File: config.mk
export PLATFORM = sky130hd
export DESIGN_NAME = rotation_tracker
export DESIGN_NICKNAME = d
export VERILOG_FILES = /design/src/rtl/rotation_tracker.sv
export SDC_FILE = /design/constraint.sdc
export NUM_CORES = 1
export LEC_CHECK = 0
export ABC_AREA = 1
export BUFFER_PORTS_ARGS = -buffer_cell sky130_fd_sc_hd__buf_2
export CAP_MARGIN = 15
export CORE_MARGIN = 5
export CORE_UTILIZATION = 36
export CTS_CLUSTER_SIZE = 25
export DETAILED_ROUTE_END_ITERATION = 6
export RECOVER_POWER = 25
export SYNTH_ARGS = -nofsm -noshare
export SYNTH_HDL_FRONTEND = slang
export SYNTH_SLANG_ARGS = --single-unit
File: constraint.sdc
create_clock -name clk_in -period 6.54 [get_ports clk_in]
set_input_delay 0.327 -clock clk_in [delete_from_list [all_inputs] [get_ports clk_in]]
set_output_delay 0.327 -clock clk_in [all_outputs]
set_load 0.01 [all_outputs]
File: src/rtl/rotation_tracker.sv
// rotation_tracker: IR-edge rotor period and slice-angle tracker; define ROT_TRACKER_AVG_EN to report a 4-deep mean period
module rotation_tracker #(
  parameter int ROTATIONAL_RES = 1024,
  parameter int PERIOD_WIDTH   = 24,
  parameter int MIN_PERIOD     = 1000,
  parameter int MAX_PERIOD     = 2**24-1
) (
  input  logic                              clk_in,
  input  logic                              rst_in,
  input  logic                              ir_tripped,
  output logic [$clog2(ROTATIONAL_RES)-1:0] theta,
  output logic                              theta_tick,
  output logic                              theta_valid,
  output logic                              rev_tick,
  output logic [PERIOD_WIDTH-1:0]           period
);
  localparam int TW = $clog2(ROTATIONAL_RES);
  localparam logic [1:0] IDLE = 2'd0, ACQUIRE = 2'd1, LOCKED = 2'd2;
  localparam logic [PERIOD_WIDTH-1:0] MIN_P = PERIOD_WIDTH'(MIN_PERIOD);
  localparam logic [PERIOD_WIDTH-1:0] MAX_P = PERIOD_WIDTH'(MAX_PERIOD);
  localparam logic [PERIOD_WIDTH-1:0] ONE = PERIOD_WIDTH'(1);
  localparam logic [TW-1:0] THETA_MAX = TW'(ROTATIONAL_RES-1);
  logic [1:0] state_q, state_d;
  logic [PERIOD_WIDTH-1:0] cnt_q, cnt_d, slice_q, slice_d, period_q, period_d;
  logic [PERIOD_WIDTH-1:0] sl_raw, slice_len, new_period;
  logic [TW-1:0] theta_q, theta_d;
  logic theta_tick_q, theta_tick_d, rev_tick_q, rev_tick_d, ir_q, ir_d;
  logic rise, timeout, accept;
`ifdef ROT_TRACKER_AVG_EN
  localparam int SW = PERIOD_WIDTH + 2;
  logic [3:0][PERIOD_WIDTH-1:0] hist_q, hist_d, hist_n;
  logic [SW-1:0] sum;
`endif
  always_comb begin
    ir_d = ir_tripped;
    rise = ir_tripped & ~ir_q;
    timeout = state_q != IDLE && cnt_q == MAX_P;
    accept = state_q != IDLE && rise && cnt_q >= MIN_P && !timeout;
    sl_raw = period_q >> TW;
    slice_len = sl_raw == '0 ? ONE : sl_raw;
`ifdef ROT_TRACKER_AVG_EN
    // first lock seeds the whole history so the mean starts at the first measurement
    hist_n = state_q == ACQUIRE ? {4{cnt_q}} : {hist_q[2:0], cnt_q};
    sum = SW'(hist_n[0]) + SW'(hist_n[1]) + SW'(hist_n[2]) + SW'(hist_n[3]);
    new_period = sum[SW-1:2];
    hist_d = accept ? hist_n : hist_q;
`else
    new_period = cnt_q;
`endif
    state_d = state_q;
    cnt_d = cnt_q;
    slice_d = slice_q;
    theta_d = theta_q;
    period_d = period_q;
    theta_tick_d = 1'b0;
    rev_tick_d = 1'b0;
    if (timeout) begin
      state_d = IDLE;
      cnt_d = '0;
      slice_d = '0;
      theta_d = '0;
    end else if (state_q == IDLE) begin
      state_d = rise ? ACQUIRE : IDLE;
      cnt_d = rise ? ONE : '0;
    end else if (accept) begin
      state_d = LOCKED;
      cnt_d = ONE;
      slice_d = '0;
      theta_d = '0;
      period_d = new_period;
      theta_tick_d = 1'b1;
      rev_tick_d = 1'b1;
    end else begin
      cnt_d = cnt_q + ONE;
      if (state_q == LOCKED) begin
        slice_d = slice_q == slice_len - ONE ? '0 : slice_q + ONE;
        theta_tick_d = slice_q == slice_len - ONE && theta_q != THETA_MAX;
        theta_d = theta_tick_d ? theta_q + TW'(1) : theta_q;
      end
    end
  end
  always_ff @(posedge clk_in) begin
    if (rst_in) begin
      state_q <= IDLE;
      cnt_q <= '0;
      slice_q <= '0;
      theta_q <= '0;
      period_q <= '0;
      theta_tick_q <= 1'b0;
      rev_tick_q <= 1'b0;
      ir_q <= 1'b0;
`ifdef ROT_TRACKER_AVG_EN
      hist_q <= '0;
`endif
    end else begin
      state_q <= state_d;
      cnt_q <= cnt_d;
      slice_q <= slice_d;
      theta_q <= theta_d;
      period_q <= period_d;
      theta_tick_q <= theta_tick_d;
      rev_tick_q <= rev_tick_d;
      ir_q <= ir_d;
`ifdef ROT_TRACKER_AVG_EN
      hist_q <= hist_d;
`endif
    end
  end
  assign theta = theta_q;
  assign theta_tick = theta_tick_q;
  assign theta_valid = state_q == LOCKED;
  assign rev_tick = rev_tick_q;
  assign period = period_q;
endmodule

# [Word-level counts from Yosys, hierarchy flattened]
# Index checks and enable logic that the tools add are counted.
[totals] reg_bits=87 out_inout_bits=37 in_bits=3 wordCells=54
[op_classes] order_cmp=1 n_addsub=4 bitwise_logic=4 n_reduce_logical=17 n_eq_ne=4 mux=16
[ops] operator="two-way mux 24 bit" n=5
[ops] operator="adder 24 x 1 -> 24 bit, second input constant" n=2
[ops] operator="two-way mux 10 bit" n=3
[ops] operator="== test 24 bit" n=1
[ops] operator="== test 24 bit, second input constant" n=1
[ops] operator="greater-or-equal comparator 24 x 10 -> 1 bit, second input constant" n=1
[ops] operator="zero test 24 bit" n=1
[ops] operator="subtractor 14 x 1 -> 15 bit, second input constant" n=1
[ops] operator="two-way mux 14 bit" n=1
[ops] operator="adder 10 x 1 -> 10 bit, second input constant" n=1
[ops] operator="inequality test 10 bit, second input constant" n=1
[ops] operator="nonzero test 2 bit" n=4
[ops] operator="AND reduction 3 bit" n=2
[ops] operator="logical AND 1 bit" n=5
[ops] operator="two-way mux 1 bit" n=5
[ops] operator="two-way mux 2 bit" n=2
[ops] operator="NOT 1 bit" n=3
[ops] operator="OR reduction 3 bit" n=1
[ops] operator="== test 2 bit, second input constant" n=1
[ops] operator="zero test 2 bit" n=1
[ops] operator="AND reduction 2 bit" n=1
[ops] operator="OR reduction 2 bit" n=1
[ops] operator="bitwise AND 1 bit" n=1
[ops] operator="zero test 1 bit" n=1

# [Logic depth before layout (Yosys ltp)]
# Gate-level depths: netlist of run 1.
[depth] word_depth=8 depth_mapped=20 mapped_depth_nobuf=20

# [Worst setup path after synthesis of run 1]
# Ideal clock, no wire load.
[synth_timing] path_type="reg-to-reg" start="register period_q[10], in the netlist period[10]" end="register theta_q[5], in the netlist theta[5]" n_path_buf=1 required_time_ns=6.423 setup_ns=0.117 arrival_time_ns=2.374 setup_slack_ns=4.049 path_stages_with_launch=21 synth_period_minus_slack_ns=2.491 path_cell_list="dfxtp_1 > nor2_1 > nand2_1 > nor2_2 > nand2_4 > nand2_1 > inv_1 > ha_1 > xnor2_1 > inv_1 > nand2_1 > nand2_1 > inv_1 > nand3_1 > nor2_1 > nand2_1 > nor2_2 > nand3_1 > buf_6 > nand3_1 > a21oi_1"
[synth_between] elab_chain_len=7
[synth_rtl] item="start: declaration" line_no="24" rtl="logic [PERIOD_WIDTH-1:0] cnt_q, cnt_d, slice_q, slice_d, period_q, period_d;"
[synth_rtl] item="start signal: assignment" line_no="100" rtl="period_q <= period_d;"
[synth_rtl] item="zero test 24 bit" line_no="40" rtl="slice_len = sl_raw == '0 ? ONE : sl_raw;"
[synth_rtl] item="two-way mux 14 bit *" line_no="40"
[synth_rtl] item="subtractor 14 x 1 -> 15 bit *" line_no="77" rtl="theta_tick_d = slice_q == slice_len - ONE && theta_q != THETA_MAX;"
[synth_rtl] item="== test 24 bit *" line_no="77"
[synth_rtl] item="logical AND 1 bit *" line_no="77"
[synth_rtl] item="nonzero test 2 bit (no line) *"
[synth_rtl] item="AND reduction 3 bit (no line) *"
[synth_rtl] item="end signal: assignment" line_no="99" rtl="theta_q <= theta_d;"
[synth_rtl] item="end: declaration" line_no="26" rtl="logic [TW-1:0] theta_q, theta_d;"
# Every way passes the cells marked *; elsewhere a longest branch is shown, timed or not.
# A chain may end at the register's enable or synchronous reset.

# [Worst setup path after layout of run 1]
[layout_timing] start="register period_q[16], in the netlist period[16]" end="register theta_q[6], in the netlist theta[6]"
# The elaborated chain is that of the path after synthesis.

==> impl_metrics.tcl, run 1 <==
set metrics [dict create \
    nets 769 \
    syn_avg_cell_area_um2 7.07 \
    cts.path.max_buffers 2 \
    syn_area_mm2 0.00521 \
    synth_largest_area_cell "dfxtp_1" \
    yosys-top-cells-area "dfxtp_1 33%, nand2_1 9.9%, nand3_1 6.5%" \
    critical_path.slowest_cell "dfxtp_1" \
    crit_buf_inv 3 \
    htreeDepth 3 \
    tightest_slew_ns 0.922 \
    startpoint_type "register" \
    dpl_cell_area_mm2 0.00544 \
    final.setup.worst_slack_ns 3.51 \
    hold_viol 0 \
    die_w_um 130 \
    max-cap-violations 0 \
    final_area_mm2 0.00568 \
    ys_seq_elements 87 \
    diodes 0 \
    grt_overflow 0 \
    initial_core_util_pct 36.3 \
    postCtsSetupRepairBufs 0 \
    routedWlPerCell_um 13.7 \
    worstPathArrival_ns 3.25 \
    die_y_um 130 \
    yosysWarnings 0 \
    cts_tree "done" \
    drtAntennaViolNets 0 \
    synth_cell_types 40 \
    cts_resized 0 \
    vias_per_cell 4.94 \
    drive_gt1_share_pct 10.8 \
    ys_top_cells_by_count "138 x nand2_1, 87 x dfxtp_1, 85 x nor2_1" \
    period_minus_slack_ns 3.03 \
    vias 4691 \
    clockRootBuffer "clkbuf_16" \
    drt_iter0_drc 320 \
    io_pins 40 \
    antenna_found_initial 0 \
    netlist.area_leader.share_pct 33.4 \
    clk_pin_slew_ns 0.07 \
    synthToLayoutAreaGrowth_pct 9.08 \
    p_leak_uw 0.00214 \
    pre_cts_ws_ns 3.52 \
    hp-class "input port to register" \
    drc 0 \
    place.gp.congestion 0.883 \
    outcome "complete, no violations" \
    clock_sinks 87 \
    crit_type "register to register" \
    holdWs_ns 0.158 \
    critPathRequiredTime_ns 6.76 \
    max_stage_delay_ns 0.50 \
    power_density_mw_per_mm2 184 \
    ys_seq_area_share_pct 33.4 \
    crit_family "simple AND/OR/NAND/NOR gates" \
    post-route-period-util_pct 46.3 \
    ys.flop_type "dfxtp_1" \
    cts_hold_buf 0 \
    grt_pass1_vias 4493 \
    netlist_instances 737 \
    clock.fmax_ghz 0.330 \
    grt_pass1_wl_mm 21.9 \
    core_mm2 0.0144 \
    firstDrtPassIters 5 \
    synth-edff-count 0 \
    grt_max_degree 51 \
    hpwl_mm 9.46 \
    maxSlewHeadroom_pct 38.2 \
    grt_usage_pct 16.0 \
    fin_setup_tns_ns 0 \
    rsz0062_at_grt "no" \
    io_buffers 39 \
    cts_buffers 9 \
    synth.most_common_cell "nand2_1" \
    crit_chain "nor2_2 > nand2_2 > nor2_4 > nand2_4 > nand2_1 > inv_1 > ha_1 > nand3_1 > inv_2 > nand2_1 > nand2_1 > nand2_1 > clkinv_1 > nand3_1 > nor3_2 > nand3_1 > nand3_1 > a21oi_1" \
    clock_latency_ns 0.35 \
    synth_nets 745 \
    dieArea_mm2 0.0170 \
    rows 44 \
    setup-violations-final 0 \
    wl_mm 13.0 \
    skew_ns 0.00973 \
    async_flop_share_pct 0 \
    endpoint_kind "register" \
    ir_drop_v 0.000156 \
    critical_path_peak_fanout 11 \
    slew_viol_final 0 \
]
layout by cell type (no fill, tap or decap), types with 2 or more instances in the layout:
cell type / count
a21oi_1: 59
a21oi_2: 5
buf_2: 9
buf_4: 2
clkbuf_1: 31
clkbuf_16: 9
clkinvlp_4: 3
dfxtp_1: 87
ha_1: 5
inv_1: 75
inv_2: 3
inv_6: 2
nand2_1: 138
nand2_2: 9
nand2_4: 3
nand3_1: 68
nand3_2: 7
nand3b_1: 6
nand4_1: 29
nor2_1: 85
nor2_2: 10
nor2_4: 6
nor2_8: 4
nor3_1: 16
nor3_2: 5
nor3b_1: 3
nor4_1: 4
o21ai_0: 34
xnor2_1: 11
xor2_1: 26
layout make-up:
class / count / area (µm²)
Clock buffer: 10 / 229
Clock inverter: 6 / 51.3
Fill cell: 1537 / 8680
Inverter: 79 / 297
Multi-Input combinational cell: 543 / 2960
Sequential cell: 87 / 1740
Tap cell: 184 / 230
Timing Repair Buffer: 41 / 173
logic make-up (layout without fill, tap and decap cells):
logic type      count (synthesis)  after routing  synth area share, %
buf+inv                       107            136                 9.72
simple gates                  397            397                 38.2
fa+ha+maj                       5              5                 1.20
compound gates                103            103                 10.8
flops                          87             87                 33.4
xor+xnor                       38             38                 6.65
worst reg2reg max path, delay by kind of cell (launching register included):
family	cells	cell delay, ns
AOI/OAI and AO/OA	1	0.08
adders and majority gates	1	0.27
DFF	1	0.50
and+or+nand+nor	13	1.83
buffers and inverters	3	0.24
power by group:
part / switching [µW] / internal (µW)
Clock: 232 / 263
Sequential: 1.09 / 531
Combinational: 14.5 / 4.36
Total: 247 / 799
state kept, by name, summed over array words and instances, names as in the netlist:
| signal | flops |
|---|---|
| period | 24 |
| cnt_q | 24 |
| slice_q | 24 |
| theta | 10 |
| rev_tick | 1 |
| state_q | 2 |
| ir_q | 1 |
| theta_tick | 1 |
metrics by stage:
stage	instances	power (µW)	utilization, %
floorplan	737	560	-
global placement	934	563	37.9
detailed placement	934	563	37.9
CTS	950	1060	39.8
global route	950	1090	39.6
finish	950	1050	39.6
metal layers:
| layer | vias up | GRT usage [%] | share of wire (%) |
|---|---|---|---|
| met5 | - | 0 | 0 |
| met4 | 0 | 5.68 | 1.5 |
| met3 | 16 | 4.22 | 3.4 |
| met2 | 60 | 26.6 | 48 |
| met1 | 2149 | 20.1 | 47 |
| li1 | 2466 | - | - |
worst paths after layout:
check | startpoint | endpoint | slack (ns) | cells past startpoint
worst min register to register | state_q[1] | state_q[1] | 0.49 | 2
worst min-delay path | rst_in | rev_tick | 0.16 | 2
worst max register to register | period[16] | theta[6] | 3.51 | 18
worst max-delay path | period[16] | theta[6] | 3.51 | 18
Power figures use the tool's default switching activity.
==> run 2, diff against run 1 <==
==> constraint.sdc (replaced) <==
create_clock -name clk_in -period 2.7 [get_ports clk_in]
set_input_delay 0.135 -clock clk_in [delete_from_list [all_inputs] [get_ports clk_in]]
set_output_delay 0.135 -clock clk_in [all_outputs]
set_load 0.01 [all_outputs]
==> run 2 against run 1 <==
Largest power group unchanged. Largest cell class unchanged. Clock power grew 140%. Sequential cell count unchanged. Worst hold slack got worse by 0.12 ns. Critical path depth unchanged.
==> impl_metrics.tcl, run 2 (synthesis results as in run 1) <==
set metrics [dict create \
    outcome "complete, no violations" \
    timing.rr.start "period[15]" \
    diodes 0 \
    vias_per_cell 4.90 \
    hpwl_mm 9.45 \
    grt_pass1_wl_mm 21.4 \
    drc 0 \
    routedWlPerCell_um 13.0 \
    grt_overflow 0 \
    die_w_um 130 \
    max_stage_delay_ns 0.32 \
    vias 4788 \
    cts.path.max_buffers 2 \
    clk_pin_slew_ns 0.07 \
    endpoint_kind "register" \
    layout_commonest_cell "nand2_1" \
    drt_iter0_drc 288 \
    grt_usage_pct 15.7 \
    clock_sinks 87 \
    dieArea_mm2 0.0170 \
    hold_viol 0 \
    synthToLayoutAreaGrowth_pct 14.4 \
    rows 44 \
    startpoint_type "register" \
    clock_latency_ns 0.35 \
    antenna_found_initial 0 \
    r2r_slack_ns 0.24 \
    power_density_mw_per_mm2 425 \
    maxSlewHeadroom_pct 63.1 \
    slew_viol_final 0 \
    crit_family "simple AND/OR/NAND/NOR gates" \
    drive_gt1_share_pct 15.5 \
    core_mm2 0.0144 \
    cts_tree "done" \
    crit_buf_inv 4 \
    io_pins 40 \
    final_cell_mix "137 x nand2_1, 85 x dfxtp_1, 83 x nor2_1, 75 x inv_1, 65 x nand3_1" \
    holdWs_ns 0.0412 \
    min-delay-start "ir_tripped" \
    skew_ns 0.00818 \
    place.gp.congestion 0.827 \
    drtAntennaViolNets 0 \
    grt_pass1_vias 4379 \
    hp-class "input port to register" \
    die_y_um 130 \
    crit_type "register to register" \
    dpl_cell_area_mm2 0.00563 \
    p_leak_uw 0.00232 \
    critical_path_peak_fanout 22 \
    final_area_mm2 0.00596 \
    io_buffers 39 \
    post-route-period-util_pct 91.0 \
    grt_max_degree 30 \
    clockRootBuffer "clkbuf_16" \
    hold_path_depth 3 \
    critPathRequiredTime_ns 2.94 \
    initial_core_util_pct 36.3 \
    nets 796 \
    r2r.worst_path.cells 18 \
    whs_endpoint "ir_q" \
    critical_path.slowest_cell "dfxtp_1" \
    period_minus_slack_ns 2.46 \
    htreeDepth 3 \
    max-cap-violations 0 \
    r2r_end "slice_q[0]" \
    tightest_slew_ns 0.551 \
    crit_chain "nor2_2 > nand2_2 > nor2_4 > nand2_4 > nand2_1 > inv_1 > ha_4 > nand3_2 > inv_2 > nand3_1 > nand2_1 > clkinv_1 > nand3_1 > nor3_4 > nand2_2 > buf_12 > a21oi_2 > nor2_1" \
    setup-violations-final 0 \
    worstPathArrival_ns 2.70 \
    cts_buffers 9 \
    ir_drop_v 0.000341 \
    wl_mm 12.7 \
    firstDrtPassIters 5 \
    clock.fmax_ghz 0.407 \
]
==> run 2: what timing repair did <==
item | 4_1_cts | 5_1_grt
hold buffers | 1 | 0
buffers inserted | 0 | 1
setup endpoints to repair | 0 | 35
hold endpoints to repair | 2 | 0
gates resized for setup | 0 | 14
==> run 2: worst register-to-register path, stage by stage, from the launching register on <==
cell and delay (ns):
dfxtp_1 0.32, nor2_2 0.14, nand2_2 0.11, nor2_4 0.16, nand2_4 0.05, nand2_1 0.08
inv_1 0.07, ha_4 0.19, nand3_2 0.12, inv_2 0.06, nand3_1 0.07, nand2_1 0.09
clkinv_1 0.06, nand3_1 0.13, nor3_4 0.25, nand2_2 0.11, buf_12 0.17, a21oi_2 0.14
nor2_1 0.05
==> run 2: routing by layer <==
layer | vias up | part of all wire, % | GRT usage, %
met5 | - | 0 | 0
met4 | 0 | 1.6 | 4.40
met3 | 16 | 4.2 | 3.77
met2 | 77 | 49 | 25.7
met1 | 2178 | 45 | 20.5
li1 | 2517 | - | -
==> run 2: power by group <==
part           internal, µW  leakage (µW)  switching, µW  total (µW)
logic                  12.2       0.00148           34.7        46.9
registers              1290      0.000702           2.54        1290
clock network           633      0.000138            562        1200
==> run 2: metrics by stage <==
stage	setup TNS, ns	setup slack [ns]	cells	util (%)	power (µW)
floorplan	0	0.209	737	-	1360
finish	0	0.242	977	41.5	2530
global placement	0	0.0673	958	39.2	1360
detailed placement	0	0.0593	958	39.2	1370
global route	-0.00945	-0.00475	977	41.5	2630
CTS	0	0.0393	975	41.2	2560
==> run 2: worst max path at each step <==
stage	startpoint	to	slack, ns	cells after the start
floorplan	period[10]	theta[5]	0.21	20
global placement	period[10]	slice_q[0]	0.07	18
detailed placement	period[10]	slice_q[0]	0.06	18
CTS	period[10]	slice_q[0]	0.04	18
global route	period[10]	slice_q[0]	-0.005	17
finish	period[15]	slice_q[0]	0.24	18
==> run 2: area by class of cell <==
class	instances	area, µm²
Clock buffer	9	225
Clock inverter	7	55.1
Fill cell	1499	8410
Inverter	79	297
Multi-Input combinational cell	544	3030
Sequential cell	87	1740
Tap cell	184	230
Timing Repair Buffer	67	378
==> run 3, diff against run 2 <==
--- a/config.mk
+++ b/config.mk
@@ -5,12 +5,10 @@
 export SDC_FILE = /design/constraint.sdc
 export NUM_CORES = 1
 export LEC_CHECK = 0
-export ABC_AREA = 1
 export BUFFER_PORTS_ARGS = -buffer_cell sky130_fd_sc_hd__buf_2
 export CAP_MARGIN = 15
 export CORE_MARGIN = 5
 export CORE_UTILIZATION = 36
-export CTS_CLUSTER_SIZE = 25
 export DETAILED_ROUTE_END_ITERATION = 6
 export RECOVER_POWER = 25
 export SYNTH_ARGS = -nofsm -noshare
==> run 3 against run 2 <==
Clock skew grew 0.0045 ns. Register-to-register slack lost 1.0 ns. Largest cell class unchanged. The run now ends with setup timing left. Maximum frequency shrank 29%. Synthesized cell count shrank 28%. Via count shrank 19%. Worst hold slack lost 0.020 ns.
==> impl_metrics.tcl, run 3 <==
set metrics [dict create \
    cts_buffers 9 \
    crit_chain "or4_4 > nor4_4 > a21oi_2 > ha_4 > o21ba_4 > a221oi_2 > a31o_2 > nand4_1 > or4_4 > nor3_4 > buf_12 > buf_8 > a21o_2 > a21oi_1" \
    power_density_mw_per_mm2 482 \
    skew_ns 0.0127 \
    maxSlewHeadroom_pct 14.8 \
    netlist_instances 531 \
    initial_core_util_pct 36.4 \
    diodes 0 \
    nets 616 \
    drive_gt1_share_pct 18.9 \
    grt_pass1_wl_mm 18.0 \
    endpoint_kind "register" \
    slew_viol_final 0 \
    hold_viol 0 \
    die_w_um 119 \
    clock_latency_ns 0.35 \
    async_flop_share_pct 0 \
    clock.fmax_ghz 0.287 \
    grt_usage_pct 15.5 \
    vias_per_cell 5.09 \
    io_buffers 39 \
    synth_cell_types 57 \
    grt_max_degree 29 \
    layout_commonest_cell "dfxtp_1" \
    max_stage_delay_ns 0.57 \
    synth_nets 539 \
    pre_cts_ws_ns -0.890 \
    wl_mm 10.6 \
    die_y_um 119 \
    max-cap-violations 0 \
    dieArea_mm2 0.0143 \
    hpwl_mm 7.67 \
    period_minus_slack_ns 3.48 \
    fillers 1184 \
    clockRootBuffer "clkbuf_16" \
    vias 3865 \
    yosysWarnings 0 \
    final.setup.worst_slack_ns -0.779 \
    antenna_found_initial 0 \
    violations "setup timing" \
    ys_seq_elements 87 \
    grt_pass1_vias 3765 \
    core_mm2 0.0119 \
    ir_drop_v 0.000347 \
    synth-edff-count 0 \
    firstDrtPassIters 4 \
    ys.flop_type "dfxtp_1" \
    final_cell_mix "86 x dfxtp_1, 82 x nor2_1, 71 x nand2_1, 48 x buf_4, 34 x nand3_1" \
    critical_path.slowest_cell "or4_4" \
    tightest_slew_ns 1.28 \
    synthToLayoutAreaGrowth_pct 22.7 \
    io_pins 40 \
    syn_area_mm2 0.00432 \
    critPathRequiredTime_ns 2.94 \
    clk_pin_slew_ns 0.07 \
    synth.most_common_cell "dfxtp_1" \
    drtAntennaViolNets 0 \
    drt_iter0_drc 170 \
    crit_type "register to register" \
    critical_path_peak_fanout 10 \
    rsz0062_at_grt "yes" \
    routedWlPerCell_um 13.9 \
    rows 40 \
    clock_sinks 87 \
    crit_family "simple AND/OR/NAND/NOR gates" \
    post-route-period-util_pct 129 \
    worstPathArrival_ns 3.72 \
    crit_buf_inv 2 \
    path_common_cell "or4_4" \
    cts_hold_buf 0 \
    holdWs_ns 0.0209 \
    syn_avg_cell_area_um2 8.13 \
    netlist.area_leader.share_pct 40.4 \
    synth_largest_area_cell "dfxtp_1" \
    yosys-top-cells-area "dfxtp_1 40%, nor2_1 7.1%, nand2_1 6.3%" \
    p_leak_uw 0.00201 \
    outcome "finished with violations" \
    ys_top_cells_by_count "87 x dfxtp_1, 82 x nor2_1, 72 x nand2_1" \
    cts_tree "done" \
    htreeDepth 3 \
    grt_overflow 0 \
    hp-class "input port to register" \
    startpoint_type "register" \
    cts.path.max_buffers 2 \
    drc 0 \
    place.gp.congestion 0.853 \
    ys_seq_area_share_pct 40.4 \
    setup-violations-final 35 \
]
run 3: cell types whose count changed after synthesis, moves of 20 or more:
cell and delta:
nand2_1 -66, inv_1 -62, nand3_1 -34, nand4_1 -20, o21ai_0 -29, a21oi_1 -25
run 3: logic make-up after synthesis:
kind of cell    after synthesis  synth area share [%]
compound gates               75                  11.5
xor+xnor                     57                  11.6
fa+ha+maj                     5                  1.45
buf+inv                      38                  4.70
flops                        87                  40.4
mux                           3                 0.696
simple gates                266                  29.8
run 3: final timing paths:
kind	startpoint	end	slack, ns	cells after the start
setup reg to reg	period[15]	theta[6]	-0.78	14
hold / removal	ir_tripped	ir_q	0.02	2
setup / recovery	period[15]	theta[6]	-0.78	14
hold reg to reg	period[2]	period[2]	0.45	2
run 3: area by class of cell:
type | count | area, µm² | area share (%)
clock buffers | 11 | 253 | 4.77
clock inverters | 5 | 38.8 | 0.733
well taps | 147 | 184 | 3.47
multi-input cells | 406 | 2440 | 46.1
flip-flops and latches | 87 | 1740 | 32.9
repair buffers | 90 | 584 | 11.0
inverters | 14 | 52.6 | 0.992
run 3: power breakdown:
group / total [µW] / switching [µW] / internal, µW
clock: 1210 / 530 / 680
combinational: 51.6 / 33.4 / 18.2
sequential: 1290 / 1.80 / 1290
run 3: per-stage QoR:
| step | area (µm²) | total power (µW) | utilization (%) | cells | TNS, ns |
|---|---|---|---|---|---|
| after detailed placement | 4960 | 1370 | 41.9 | 739 | -25.80 |
| after CTS | 5300 | 2590 | 44.7 | 759 | -25.83 |
| after global routing | 5300 | 2660 | 44.6 | 760 | -30.10 |
| final | 5300 | 2550 | 44.6 | 760 | -25.11 |
| after floorplan | 4370 | 1350 | - | 531 | -29.25 |
| after global placement | 4960 | 1370 | 41.9 | 739 | -22.34 |
run 3: what timing repair did:
item,4_1_cts,5_1_grt
resized for setup,4,2
setup buffers,4,1
pin swaps,3,1
endpoints found under the setup margin,35,35
run 3: layer usage:
layer,track usage [%],vias to the layer above,share of wire [%]
met4,5.51,0,1.6
met1,18.6,1815,45
met3,4.18,12,3.5
met2,26.4,57,50
met5,0,-,0
li1,-,1981,-
